[src/rtl/loom_scan_mem.sv]
// Depth x Width register memory with a functional read/write port and a
// serial scan chain that rotates through every word, word 0 MSB first.
module loom_scan_mem #(
    parameter int Depth = 4,
    parameter int Width = 8
) (
    input  logic                     clk_i,
    input  logic                     rst_ni,
    input  logic                     en_i,
    input  logic                     we_i,
    input  logic [$clog2(Depth)-1:0] addr_i,
    input  logic [Width-1:0]         wdata_i,
    output logic [Width-1:0]         rdata_o,
    input  logic                     loom_scan_enable,
    input  logic                     loom_scan_in,
    output logic                     loom_scan_out
);

    localparam int AW = $clog2(Depth);
    localparam int CW = $clog2(Width);
    localparam logic [AW-1:0] WORD_LAST = AW'(Depth - 1);
    localparam logic [CW-1:0] BIT_LAST  = CW'(Width - 1);

    logic [Width-1:0] mem [Depth];
    logic [Width-1:0] sh;
    logic [CW-1:0]    bit_cnt;
    logic [AW-1:0]    word_idx;

    logic [Width-1:0] shifted;
    logic [AW-1:0]    next_idx;
    logic             func_wr;
    logic             func_rd;
    logic             fwd_wr;

    always_comb begin
        shifted  = {sh[Width-2:0], loom_scan_in};
        next_idx = (word_idx == WORD_LAST) ? '0 : word_idx + AW'(1);
        func_wr  = en_i && we_i;
        func_rd  = en_i && !we_i;
        fwd_wr   = func_wr && (addr_i == '0);
    end

    assign loom_scan_out = sh[Width-1];

    // While idle, sh keeps a fresh copy of word 0 so a scan can start on its
    // very first cycle without a load bubble.
    always_ff @(posedge clk_i or negedge rst_ni) begin
        if (!rst_ni) begin
            // NOTE: the array is cleared on reset because reset must leave
            // every stored word at zero, not just the control state.
            for (int i = 0; i < Depth; i++) begin
                mem[i] <= '0;
            end
            sh       <= '0;
            bit_cnt  <= '0;
            word_idx <= '0;
            rdata_o  <= '0;
        end else if (loom_scan_enable) begin
            if (bit_cnt == BIT_LAST) begin
                mem[word_idx] <= shifted;
                sh            <= mem[next_idx];
                bit_cnt       <= '0;
                word_idx      <= next_idx;
            end else begin
                sh      <= shifted;
                bit_cnt <= bit_cnt + CW'(1);
            end
        end else begin
            if (func_wr) begin
                mem[addr_i] <= wdata_i;
            end
            if (func_rd) begin
                rdata_o <= mem[addr_i];
            end
            sh       <= fwd_wr ? wdata_i : mem[0];
            bit_cnt  <= '0;
            word_idx <= '0;
        end
    end

endmodule

[config.mk]
export PLATFORM = sky130hd
export DESIGN_NAME = loom_scan_mem
export DESIGN_NICKNAME = d
export VERILOG_FILES = /design/src/rtl/loom_scan_mem.sv
export SDC_FILE = /design/constraint.sdc
export NUM_CORES = 1
export LEC_CHECK = 0
export CORE_ASPECT_RATIO = 0.9
export CORE_MARGIN = 2
export CORE_UTILIZATION = 60
export DETAILED_ROUTE_END_ITERATION = 7
export DONT_BUFFER_PORTS = 1
export PLACE_DENSITY = 0.76
export REMOVE_ABC_BUFFERS = 1
export SYNTH_ARGS = -nofsm -noshare
export SYNTH_HDL_FRONTEND = slang
export SYNTH_SLANG_ARGS = --single-unit
[constraint.sdc]
create_clock -name clk_i -period 4.35 [get_ports clk_i]
set_input_delay 1.0875 -clock clk_i [delete_from_list [all_inputs] [get_ports clk_i]]
set_output_delay 1.0875 -clock clk_i [all_outputs]
set_load 0.05 [all_outputs]
==> metrics <==
EDFF count, synth=0; clock tree buffer depth=2; Hold Buf Count CTS=0; Final Hold Viols=0; Sink Count=53; Adder-Cell Fraction of Synth Area=0.0270; setup TNS=0 ns; post-CTS setup buffer count=0; crit-path max FO=20; Synth cell types=33; Rel. slew slack=0.418; Final Setup Violations=0; VDD IR-drop max=189 uV; vias per inst=7.02; area of the die=0.00600 sq mm; critical path data arrival time=2.67 ns; Port-buffer cells=0; vias=2119; mean area per synthesized cell=13.1 sq um; fin crit share=0.566; pwr/cell area=317 mW/mm^2; Leak=1.44 nW; MaxCap Viol Count=0; share of cells above drive strength 1=0.332; M3 GR Usage=0.0565; ys flop type=dfrtp_1; reg-to-reg endpoint=mem[1]; total gr overflow=0; DR pass1 iterations=5; Synth Area in Simple Gates=0.0695; count leader, synth=dfrtp_1; M1 GR Usage=0.374; minimum clock period=2.46 ns; Wirelength per Cell=24.2 microns; CTS buffer count=5; Synth top cells by count=53 x dfrtp_1, 48 x mux2_2, 24 x a22o_1; Row Count=25; final WL=7.32 mm; HP Class=in -> async; H-tree levels=2; Pins Over Slew Limit=0; Global Route Usage Sum=0.260; hold_ws=0.445 ns; Yosys reg bits=53; post-synth top area share=0.409; GP Congestion=0.846; WS Path Type=reg -> reg; main combinational cell family by area after synthesis=multiplexers; asr flop ratio synth=1.00; root buffer selected by CTS=clkbuf_8; Ant. Diodes=0; Die Wd=81.5 microns; largest net degree at the start of global routing=54; Routed Antenna Nets=0; Post-Synthesis Cell Area=0.00324 sq mm; Startpoint Class=flip-flop; initial antenna violation count=0; kind of end point of the critical path=flip-flop; worst reg2reg path depth=4; WP data required=4.55 ns; top cell type by total area after synthesis=dfrtp_1; number of fill cells in the layout=409; Ports=25; global routing's busiest layer=met2; Layout area overhead=0.888%; Peak Freq=406 MHz; Post-Synth XOR/XNOR Area=0.00270; Worst R2R Setup Slack=1.89 ns; outcome=finished clean; Initial Util=0.620; first-pass GRT wire length=11.4 mm; DIE HEIGHT=73.7 microns; clock latency on the worst-skew pair=0.32 ns; Synth Area in Compound Gates=0.158; M2 GR Usage=0.389; skew final=0.0122 ns; layout net count=257; vias in the first global route=2117; Seq/Total Area, Yosys=0.409; Yosys Warn Count=0; Cells after Synth=248; mux contribution to synthesized area=0.289; CTS resizes=0; Least-Margin Pin Slew=0.873 ns; CTS tree=done; DRC=0; DP HPWL=4.51 mm; Iteration-0 DRC Markers=174; worst r2r src=word_idx[0]; Area contributors post-synth=dfrtp_1 41%, mux2_2 17%, a22o_1 6.5%, mux4_2 4.9%, mux2_4 3.7%; CORE AREA=0.00522 sq mm; Worst-path clk slew=0.10 ns; unrepaired setup endpoints after global routing=false
## cells in the final DEF, fill, tap and decap left out, types with 2 or more instances in the layout
cell	instances
clkinv_2	2
mux2_2	48
nor2b_1	11
nand2_1	3
o2bb2a_4	3
ha_1	7
and2_1	5
dfrtp_1	53
clkbuf_8	5
nor3b_1	3
mux4_2	7
o21ai_0	8
mux2_4	8
o22ai_1	16
a22o_1	24
inv_1	2
mux2i_1	9
a32o_1	8
## routing by layer
metal | wire [microns] | vias to the layer above
met5 | 0 | -
met4 | 149 | 0
met3 | 625 | 14
met2 | 3340 | 107
met1 | 3200 | 1066
li1 | - | 932
## worst max-delay path, cell delays in order (launching register included)
cell,delay [ns]
dfrtp_1,0.92
ha_1,0.56
nand2_1,0.16
a22oi_4,0.33
mux2_2,0.38
## cell families (layout without fill, tap and decap cells)
kind of cell	Yosys count	count (layout)
mux	73	73
compound gates	60	60
flops	53	53
simple gates	31	31
buf+inv	23	10
fa+ha+maj	7	7
xor+xnor	1	1
## final cells by class
cell class | instances | area (sq um) | share of cell area
Multi-Input combinational cell | 172 | 1770 | 0.541
Inverter | 2 | 7.51 | 0.00230
Sequential cell | 53 | 1330 | 0.406
Clock inverter | 2 | 10.0 | 0.00306
Clock buffer | 6 | 72.6 | 0.0222
Tap cell | 67 | 83.8 | 0.0257
## through the flow
stage	utilization	cell area, sq um	power [mW]	worst slack [ns]	std cells
5_1_grt	0.626	3270	1.08	1.81	302
4_1_cts	0.626	3270	1.04	1.95	302
3_3_place_gp	0.610	3190	0.761	1.99	294
6_report	0.626	3270	1.04	1.89	302
3_5_place_dp	0.610	3190	0.764	1.96	294
2_1_floorplan	-	3100	0.730	2.31	227
## power by group
part,switching (mW),internal (mW)
logic,0.0497,0.0849
registers,0.0829,0.539
clock network,0.168,0.112
## registers in the layout (all words and copies together) (netlist names)
register,cells
rdata_o,8
bit_cnt,3
word_idx,2
mem,32
sh,8
## how the worst max path moves through the flow
| stage | from | end | slack (ns) | depth (start not counted) |
|---|---|---|---|---|
| after global placement | word_idx[0] | mem[0] | 1.99 | 4 |
| after global routing | word_idx[0] | mem[6] | 1.81 | 4 |
| final | word_idx[0] | mem[1] | 1.89 | 4 |
| after CTS | word_idx[0] | mem[1] | 1.95 | 4 |
| after detailed placement | word_idx[0] | mem[1] | 1.96 | 4 |
| after floorplan | loom_scan_enable | mem[0] | 2.31 | 3 |
(Power assumes the default switching activity.)
